**src/rtl/pipeline_ctrl_pkg.sv**
```systemverilog
// Shared definitions for the pipeline hazard controller: FSM state
// encoding, register-id width and the bubble constants used by the datapath.
package pipeline_ctrl_pkg;

  localparam logic [1:0] ST_RUN         = 2'd0;
  localparam logic [1:0] ST_SQUASH_WAIT = 2'd1;
  localparam logic [1:0] ST_DRAIN       = 2'd2;
  localparam logic [1:0] ST_HALTED      = 2'd3;

  localparam int REG_ID_W = 3;

  localparam logic [15:0] NOP_INSTR = 16'h0800;
  localparam logic [15:0] NOP_PC    = 16'hFFFF;

  // A source operand conflicts with the load in execute only when the
  // decode instruction really reads it and the register ids agree.
  function automatic logic srcHazard(input logic [REG_ID_W-1:0] src,
                                     input logic                used,
                                     input logic [REG_ID_W-1:0] dst);
    return used && (src == dst);
  endfunction

endpackage

```
**src/rtl/load_use_detect.sv**
```systemverilog
// Detects a load in execute whose destination feeds the instruction in decode.
module load_use_detect
  import pipeline_ctrl_pkg::*;
(
  input  logic [REG_ID_W-1:0] rs_i,
  input  logic [REG_ID_W-1:0] rt_i,
  input  logic                rs_used_i,
  input  logic                rt_used_i,
  input  logic [REG_ID_W-1:0] rd_i,
  input  logic                mem_read_i,
  output logic                load_use_o
);

  // Either gated source matching the load destination forces a one-cycle stall.
  always_comb begin
    load_use_o = mem_read_i &&
                 (srcHazard(rs_i, rs_used_i, rd_i) || srcHazard(rt_i, rt_used_i, rd_i));
  end

endmodule

```
**src/rtl/pipeline_hazard_ctrl.sv**
```systemverilog
// Central stall/bubble controller for the 5-stage pipeline: prioritises data
// memory waits, branch redirects, load-use hazards, fetch misses and HALT drain.
module pipeline_hazard_ctrl
  import pipeline_ctrl_pkg::*;
#(
  parameter int STALL_CNT_W  = 16,
  parameter int DRAIN_CYCLES = 3
) (
  input  logic                   clk,
  input  logic                   rst,
  input  logic [REG_ID_W-1:0]    rs_d,
  input  logic [REG_ID_W-1:0]    rt_d,
  input  logic                   rs_used_d,
  input  logic                   rt_used_d,
  input  logic                   halt_d,
  input  logic [REG_ID_W-1:0]    rd_x,
  input  logic                   mem_read_x,
  input  logic                   br_taken_x,
  input  logic                   imem_busy,
  input  logic                   dmem_busy,
  output logic                   pc_en,
  output logic                   stall_fd,
  output logic                   nop_fd,
  output logic                   stall_de,
  output logic                   nop_de,
  output logic                   stall_em,
  output logic                   nop_mw,
  output logic                   halted,
  output logic [STALL_CNT_W-1:0] stall_cycles
);

  localparam int DW = (DRAIN_CYCLES < 2) ? 1 : $clog2(DRAIN_CYCLES + 1);

  logic [1:0]             state_q, state_d;
  logic [DW-1:0]          drain_q, drain_d;
  logic [STALL_CNT_W-1:0] cnt_q, cnt_d;
  logic                   loadUse;
  logic pcEnC, stallFdC, nopFdC, stallDeC, nopDeC, stallEmC, nopMwC, haltedC;

  load_use_detect u_load_use_detect (
    .rs_i       (rs_d),
    .rt_i       (rt_d),
    .rs_used_i  (rs_used_d),
    .rt_used_i  (rt_used_d),
    .rd_i       (rd_x),
    .mem_read_i (mem_read_x),
    .load_use_o (loadUse)
  );

  // Priority mux and next-state logic; a dmem wait freezes everything,
  // including the FSM and the drain countdown.
  always_comb begin
    state_d  = state_q;
    drain_d  = drain_q;
    pcEnC    = 1'b1;
    stallFdC = 1'b0;
    nopFdC   = 1'b0;
    stallDeC = 1'b0;
    nopDeC   = 1'b0;
    stallEmC = 1'b0;
    nopMwC   = 1'b0;
    haltedC  = 1'b0;
    if (state_q == ST_HALTED) begin
      haltedC  = 1'b1;
      pcEnC    = 1'b0;
      stallFdC = 1'b1;
      stallDeC = 1'b1;
      stallEmC = 1'b1;
    end else if (dmem_busy) begin
      pcEnC    = 1'b0;
      stallFdC = 1'b1;
      stallDeC = 1'b1;
      stallEmC = 1'b1;
      nopMwC   = 1'b1;
    end else begin
      case (state_q)
        ST_RUN: begin
          if (br_taken_x) begin
            nopFdC = 1'b1;
            nopDeC = 1'b1;
            if (imem_busy) state_d = ST_SQUASH_WAIT;
          end else if (loadUse) begin
            pcEnC    = 1'b0;
            stallFdC = 1'b1;
            nopDeC   = 1'b1;
          end else if (imem_busy) begin
            pcEnC  = 1'b0;
            nopFdC = 1'b1;
          end else if (halt_d) begin
            state_d = ST_DRAIN;
            drain_d = DW'(DRAIN_CYCLES);
          end
        end
        ST_SQUASH_WAIT: begin
          pcEnC  = 1'b0;
          nopFdC = 1'b1;
          if (!imem_busy) state_d = ST_RUN;
        end
        ST_DRAIN: begin
          pcEnC  = 1'b0;
          nopFdC = 1'b1;
          if (drain_q <= DW'(1)) begin
            drain_d = '0;
            state_d = ST_HALTED;
          end else begin
            drain_d = drain_q - DW'(1);
          end
        end
        default: ;
      endcase
    end
  end

  // Saturating count of lost fetch cycles while running or draining.
  always_comb begin
    cnt_d = cnt_q;
    if ((state_q == ST_RUN || state_q == ST_DRAIN) && !pcEnC && (cnt_q != '1))
      cnt_d = cnt_q + 1'b1;
  end

  // State, drain counter and stall counter registers with synchronous reset.
  always_ff @(posedge clk) begin
    if (rst) begin
      state_q <= ST_RUN;
      drain_q <= '0;
      cnt_q   <= '0;
    end else begin
      state_q <= state_d;
      drain_q <= drain_d;
      cnt_q   <= cnt_d;
    end
  end

  // Outputs are held at zero while reset is asserted; stall beats nop per latch.
  always_comb begin
    pc_en        = ~rst & pcEnC;
    stall_fd     = ~rst & stallFdC;
    nop_fd       = ~rst & nopFdC & ~stallFdC;
    stall_de     = ~rst & stallDeC;
    nop_de       = ~rst & nopDeC & ~stallDeC;
    stall_em     = ~rst & stallEmC;
    nop_mw       = ~rst & nopMwC;
    halted       = ~rst & haltedC;
    stall_cycles = rst ? '0 : cnt_q;
  end

endmodule

```
**config.mk**
```make
export PLATFORM = sky130hd
export DESIGN_NAME = pipeline_hazard_ctrl
export DESIGN_NICKNAME = d
export VERILOG_FILES = /design/src/rtl/pipeline_ctrl_pkg.sv /design/src/rtl/load_use_detect.sv /design/src/rtl/pipeline_hazard_ctrl.sv
export SDC_FILE = /design/constraint.sdc
export NUM_CORES = 1
export LEC_CHECK = 0
export CAP_MARGIN = 10
export CORE_MARGIN = 3
export CORE_UTILIZATION = 30
export CTS_BUF_LIST = sky130_fd_sc_hd__clkbuf_8
export CTS_CLUSTER_SIZE = 10
export DETAILED_ROUTE_END_ITERATION = 16
export GPL_TIMING_DRIVEN = 0
export PLACE_DENSITY = 0.56
export REMOVE_ABC_BUFFERS = 1
export SYNTH_ARGS = -nofsm -noshare
export SYNTH_HDL_FRONTEND = slang
export SYNTH_SLANG_ARGS = --single-unit
```
**constraint.sdc**
```tcl
create_clock -name clk -period 5.6 [get_ports clk]
set_clock_uncertainty 0.15 [all_clocks]
set_input_delay 0.84 -clock clk [delete_from_list [all_inputs] [get_ports clk]]
set_output_delay 0.84 -clock clk [all_outputs]
set_load 0.02 [all_outputs]
```
==> flow_metrics.env, run 1 <==
export IMPL_final_nets=235
export IMPL_period_share_pct=73.53
export IMPL_place_inst=259
export IMPL_cts_resized=0
export IMPL_crit_arrival_ns=3.13
export IMPL_cts_hold_buf=0
export IMPL_slowest_delay_ns=0.66
export IMPL_setup_violations=0
export IMPL_dieArea_um2=5632
export IMPL_grt_pass1_wl_um=5513
export IMPL_yosys_cell_types_count=46
export IMPL_worst_pin_slew_ns=0.7177
export IMPL_firstDrtPassIters=4
export IMPL_avgViaCountPerCell=4.817
export IMPL_drive_above_1_share_pct=8.531
export IMPL_portBuffers=41
export IMPL_power_density_nw_per_um2=195.3
export IMPL_synth_most_common_cell="nor2_1"
export IMPL_crit_slowest_cell="clkdlybuf4s50_1"
export IMPL_gp_congestion=0.7449
export IMPL_routed_wl_um=3237
export IMPL_numCtsBuffers=3
export IMPL_grt_max_degree=44
export IMPL_dieHeight_um=75.05
export IMPL_p_switching_uw=111.5
export IMPL_p_sw_share_pct=29.79
export IMPL_root_buffer="clkbuf_8"
export IMPL_outcome="finished clean"
export IMPL_ir_drop_mv=0.1211
export IMPL_ant_nets=0
export IMPL_hold_path_class="reg -> reg"
export IMPL_cts_tree="built"
export IMPL_syn_area_um2=1430
export IMPL_required_ns=4.61
export IMPL_clkLatencyLatePin_ns=0.26
export IMPL_yosysTopAreaCell="dfxtp_1"
export IMPL_htree_levels=1
export IMPL_initial_core_util_pct=31.96
export IMPL_critPathLaunchType="input port"
export IMPL_synth_common_cells="26 x nor2_1, 20 x dfxtp_1, 18 x nor2b_1"
export IMPL_critPathKind="in -> out"
export IMPL_antenna_cells=0
export IMPL_intPower_uw=262.7
export IMPL_slew_violations=0
export IMPL_grt_antenna_before_repair=0
export IMPL_crit_path_end_kind="output pin"
export IMPL_gr_total_overflow=0
export IMPL_ys_top_cells_by_area="dfxtp_1 28%, nor2b_1 7.9%, nor2_1 6.8%"
export IMPL_worstPathCellList="clkdlybuf4s50_1, xnor2_1, nand4_1, a21boi_1, nor2_1, nor4b_1, clkdlybuf4s50_1"
export IMPL_core_area_um2=4474
export IMPL_clockBufferDepth=2
export IMPL_fmax_mhz=242.9
export IMPL_grt_pass1_vias=1220
export IMPL_p_clk_share_pct=29.2
export IMPL_fin_setup_tns_ns=0
export IMPL_cp_max_fo=6
export IMPL_ys_flop_type="dfxtp_1"
export IMPL_slew_headroom_pct=52.15
export IMPL_met1_usage_pct=16.26
export IMPL_yosysSeqAreaShare_pct=28.00
export IMPL_drt_initial_drc_count=30
export IMPL_power_frac_comb_pct=29.4
export IMPL_crit_top_cell="clkdlybuf4s50_1"
export IMPL_post_cts_buffers=0
export IMPL_groute_layer_met3_usage_pct=2.804
export IMPL_rsz0062_at_grt="false"
export IMPL_drc=0
export IMPL_fill_cells=464
export IMPL_async_flop_share_pct=0
export IMPL_dp_hpwl_um=2510
export IMPL_busiest_layer="met2"
export IMPL_yosysTopAreaCellShare_pct=28.00
export IMPL_critPathTopFamily="buffers and inverters"
export IMPL_min_period_ns=4.118
export IMPL_post_synth_cell_area_avg_um2=8.219
export IMPL_hold_viol=0
export IMPL_synth_edf_count=0
export IMPL_power_leakage_nw=0.6953
export IMPL_maxCapViolCount=0
export IMPL_wl_per_cell_um=12.31
export IMPL_synthToLayoutAreaGrowth_pct=33.95
export IMPL_vias=1267
export IMPL_die_x_um=75.05
export IMPL_critPathBufInv=2
export IMPL_ios=42
export IMPL_regArea_um2=400.4
export IMPL_track_usage_pct=12.42
export IMPL_ys_warn_count=0
export IMPL_grt_met2_usage_pct=20.99
export IMPL_clock_sinks=20
export IMPL_synthCells=174
export IMPL_rows=24
export IMPL_seqPwrFrac_pct=41.3
export IMPL_instances_no_fill=263
export IMPL_multi_input_area_um2=963.4
export IMPL_synth_seq_cells=20
export IMPL_clk_pin_slew_worst_paths_ns=0.07
-- worst min-delay path: stages, from the launching register on --
cell and delay, ns:
dfxtp_1 0.34, nand2_1 0.06, a21oi_1 0.05
-- cells by family (layout without fill, tap and decap cells) --
logic type	count (synthesis)	after routing	synth area share, %
XOR/XNOR	13	13	7.962
flip-flops	20	20	28.00
adder cells (fa/ha/maj)	5	5	4.374
buffers and inverters	15	52	4.637
multiplexers	9	9	6.824
AO/OA/AOI/OAI	21	21	11.64
AND/OR/NAND/NOR	91	91	36.57
-- state kept, by name (all words and copies together), names as in the netlist --
register and cells:
state_q 2, cnt_q 16, drain_q 2
-- cell usage in the layout (no fill, tap or decap), types with 2 or more instances in the layout --
| cell type | count |
|---|---|
| inv_1 | 7 |
| nand3_1 | 5 |
| and4_1 | 2 |
| nor3_1 | 3 |
| nor4_2 | 2 |
| or2_2 | 3 |
| nor2_1 | 26 |
| dfxtp_1 | 20 |
| nand4_1 | 9 |
| o21ai_0 | 3 |
| nand2_1 | 8 |
| ha_1 | 5 |
| mux2i_1 | 3 |
| nand2b_1 | 2 |
| xor2_1 | 7 |
| xnor2_1 | 6 |
| or3_1 | 3 |
| mux2_1 | 6 |
| nand3_2 | 2 |
| clkbuf_8 | 4 |
| nor2b_1 | 18 |
| a21oi_1 | 5 |
| clkdlybuf4s50_1 | 40 |
-- layout make-up --
type	instances	share of cell area [%]
timing repair buffer	41	21.16
tap	52	3.396
multi-input combinational	139	50.29
sequential	20	20.90
inverter	7	1.372
clock buffer	4	2.874
-- path summary, 6_finish.rpt --
kind / depth (start not counted) / slack (ns) / start / end
worst min-delay path: 2 / 0.34 / cnt_q[1] / cnt_q[1]
worst min register to register: 2 / 0.34 / cnt_q[1] / cnt_q[1]
worst max-delay path: 7 / 1.48 / rd_x[1] / nop_de
worst max register to register: 8 / 2.96 / state_q[1] / cnt_q[15]
-- metrics by stage --
| step | total power, mW | instance area, um^2 | util, % | worst slack [ns] | hold WS (ns) |
|---|---|---|---|---|---|
| 2_1_floorplan | 0.2277 | 1390 | - | 2.239 | 0.3052 |
| 3_5_place_dp | 0.2695 | 1861 | 41.58 | 1.474 | 0.3346 |
| 4_1_cts | 0.3814 | 1916 | 42.81 | 1.469 | 0.3462 |
| 3_3_place_gp | 0.2696 | 1866 | 41.69 | 1.257 | 0.3344 |
| 6_report | 0.3742 | 1916 | 42.81 | 1.482 | 0.3412 |
| 5_1_grt | 0.3971 | 1916 | 42.81 | 1.292 | 0.3744 |
-- power by group through the flow --
stage               clock network [mW]  logic (mW)  registers (mW)
detailed placement                   0       0.111           0.158
floorplan                            0      0.0711           0.157
CTS                              0.115       0.112           0.155
global placement                     0       0.111           0.158
global route                     0.119       0.122           0.156
finish                           0.109       0.110           0.155
-- metal layers --
metal | up-vias | routed length (um)
li1 | 678 | -
met1 | 566 | 1620
met2 | 21 | 1489
met3 | 2 | 108
met4 | 0 | 19
met5 | - | 0
Power figures use the tool's default switching activity.
==> run 2, diff against run 1 <==
==> constraint.sdc (replaced) <==
create_clock -name clk -period 4.02 [get_ports clk]
set_clock_uncertainty 0.15 [all_clocks]
set_input_delay 0.603 -clock clk [delete_from_list [all_inputs] [get_ports clk]]
set_output_delay 0.603 -clock clk [all_outputs]
set_load 0.02 [all_outputs]
==> results of run 2 <==
The final DEF is identical to that of run 1. Status: finished clean.
Main changes from that run: setup slack after placement 1.474 ns -> 0.3682 ns; setup slack after layout 1.482 ns -> 0.3764 ns; register-to-register setup slack 2.96 ns -> 1.38 ns; total power 0.3742 mW -> 0.5213 mW; worst IR drop on VDD 0.1211 mV -> 0.1687 mV
==> run 3, diff against run 2 <==
--- a/config.mk
+++ b/config.mk
@@ -6,6 +6,7 @@
 export NUM_CORES = 1
 export LEC_CHECK = 0
 export CAP_MARGIN = 10
+export CORE_ASPECT_RATIO = 0.6
 export CORE_MARGIN = 3
 export CORE_UTILIZATION = 30
 export CTS_BUF_LIST = sky130_fd_sc_hd__clkbuf_8
==> run 3 against run 2 <==
Global-route usage rose by 1.3 points. Via count rose by 7.5%. Register-to-register slack barely moved. Maximum frequency rose by 0.53%. Sequential cell count did not move. Cell area rose by 2.2%.
==> flow_metrics.env, run 3 (synthesis gave the netlist of run 1 again) <==
export IMPL_drc=0
export IMPL_fmax_mhz=275.9
export IMPL_slew_violations=0
export IMPL_slew_headroom_pct=59.21
export IMPL_rows=18
export IMPL_place_inst=268
export IMPL_period_share_pct=90.16
export IMPL_cts_hold_buf=0
export IMPL_vias=1362
export IMPL_crit_arrival_ns=2.87
export IMPL_reg_top3="cnt_q (16), drain_q (2), state_q (2)"
export IMPL_cts_resized=0
export IMPL_gp_congestion=0.7545
export IMPL_dp_hpwl_um=2963
export IMPL_min_period_ns=3.624
export IMPL_wl_per_cell_um=13.33
export IMPL_numCtsBuffers=3
export IMPL_outcome="finished clean"
export IMPL_rsz0062_at_grt="false"
export IMPL_clkLatencyLatePin_ns=0.26
export IMPL_root_buffer="clkbuf_8"
export IMPL_grt_max_degree=30
export IMPL_die_x_um=95.14
export IMPL_clockBufferDepth=2
export IMPL_dieHeight_um=59.48
export IMPL_crit_slowest_cell="clkdlybuf4s50_1"
export IMPL_firstDrtPassIters=4
export IMPL_gr_total_overflow=0
export IMPL_largest_reg_flops=16
export IMPL_power_uw=535.0
export IMPL_grt_pass1_vias=1219
export IMPL_fin_ws_ns=0.3956
export IMPL_clock_sinks=20
export IMPL_layout_commonest_cell="clkdlybuf4s50_1"
export IMPL_fin_setup_tns_ns=0
export IMPL_portBuffers=41
export IMPL_hold_ws_ns=0.3470
export IMPL_ir_drop_mv=0.1498
export IMPL_avgViaCountPerCell=5.007
export IMPL_critPathLaunchType="input port"
export IMPL_crit_top_cell="clkdlybuf4s50_1"
export IMPL_ios=42
export IMPL_track_usage_pct=13.74
export IMPL_instances_no_fill=272
export IMPL_ant_nets=0
export IMPL_worstPathCellList="clkdlybuf4s50_1, or2_1, nor3_1, nand3_2, a21oi_1, clkdlybuf4s50_1"
export IMPL_power_density_nw_per_um2=273.2
export IMPL_crit_path_end_kind="output pin"
export IMPL_most_common_layout_cells="41 x clkdlybuf4s50_1, 26 x nor2_1, 20 x dfxtp_1, 18 x nor2b_1, 9 x nand4_1"
export IMPL_r2r_cells=8
export IMPL_power_leakage_nw=0.7079
export IMPL_critPathKind="in -> out"
export IMPL_drive_above_1_share_pct=8.491
export IMPL_worst_pin_slew_ns=0.6100
export IMPL_core_area_um2=4347
export IMPL_drt_initial_drc_count=96
export IMPL_required_ns=3.27
export IMPL_final_nets=236
export IMPL_dieArea_um2=5659
export IMPL_synthToLayoutAreaGrowth_pct=36.92
export IMPL_htree_levels=1
export IMPL_slowest_delay_ns=0.64
export IMPL_top_register="cnt_q"
export IMPL_clk_pin_slew_worst_paths_ns=0.07
export IMPL_routed_wl_um=3627
export IMPL_maxCapViolCount=0
export IMPL_post_cts_buffers=0
export IMPL_antenna_cells=0
export IMPL_hold_viol=0
export IMPL_hold_path_depth=2
export IMPL_cts_tree="built"
export IMPL_grt_antenna_before_repair=0
export IMPL_hold_path_class="reg -> reg"
export IMPL_grt_pass1_wl_um=5975
export IMPL_cp_max_fo=11
export IMPL_dp_slack_ns=0.3995
export IMPL_initial_core_util_pct=32.90
export IMPL_setup_violations=0
==> run 3: changes by cell type in the layout (fill, tap and decap cells not counted) <==
cell | before | now
buf_16 | 0 | 1
buf_2 | 1 | 0
clkdlybuf4s50_1 | 40 | 41
==> run 3: worst max-delay path: cells and delay by family <==
kind                   cells  cell delay (ns)
AO/OA/AOI/OAI              1             0.22
AND/OR/NAND/NOR            3             1.00
buffers and inverters      2             1.05
==> run 3: path summary, 6_finish.rpt <==
| kind | from | endpoint | slack [ns] |
|---|---|---|---|
| worst max register to register | state_q[1] | cnt_q[15] | 1.37 |
| worst min-delay path | cnt_q[1] | cnt_q[1] | 0.35 |
| worst min register to register | cnt_q[1] | cnt_q[1] | 0.35 |
| worst max-delay path | dmem_busy | pc_en | 0.40 |
==> run 3: area by class of cell <==
type | count | area [um^2]
Inverter | 7 | 26.28
Tap cell | 60 | 75.07
Sequential cell | 20 | 400.4
Multi-Input combinational cell | 139 | 963.4
Fill cell | 429 | 2389
Clock buffer | 4 | 55.05
Timing Repair Buffer | 42 | 437.9
==> run 3: power breakdown <==
part	total, mW	switching [mW]	leakage [nW]	internal [mW]
clock network	0.157	0.0700	0.0288	0.0873
logic	0.162	0.0863	0.517	0.0755
registers	0.216	0.00921	0.162	0.207
total	0.535	0.165	0.708	0.370
==> run 3: per-layer routing <==
layer	part of all wire [%]	vias to the layer above	routed length, um	global-route usage, %
met1	54	654	1961	21.30
met3	3.8	2	138	3.553
met5	0	-	0	0
li1	-	682	-	-
met2	42	24	1519	18.61
met4	0.22	0	8	2.875
==> run 3: stage by stage <==
stage                     util, %  area, um^2
after CTS                   45.05        1958
final                       45.05        1958
after global routing        45.05        1958
after global placement      43.15        1876
after floorplan                 -        1390
after detailed placement    43.78        1903
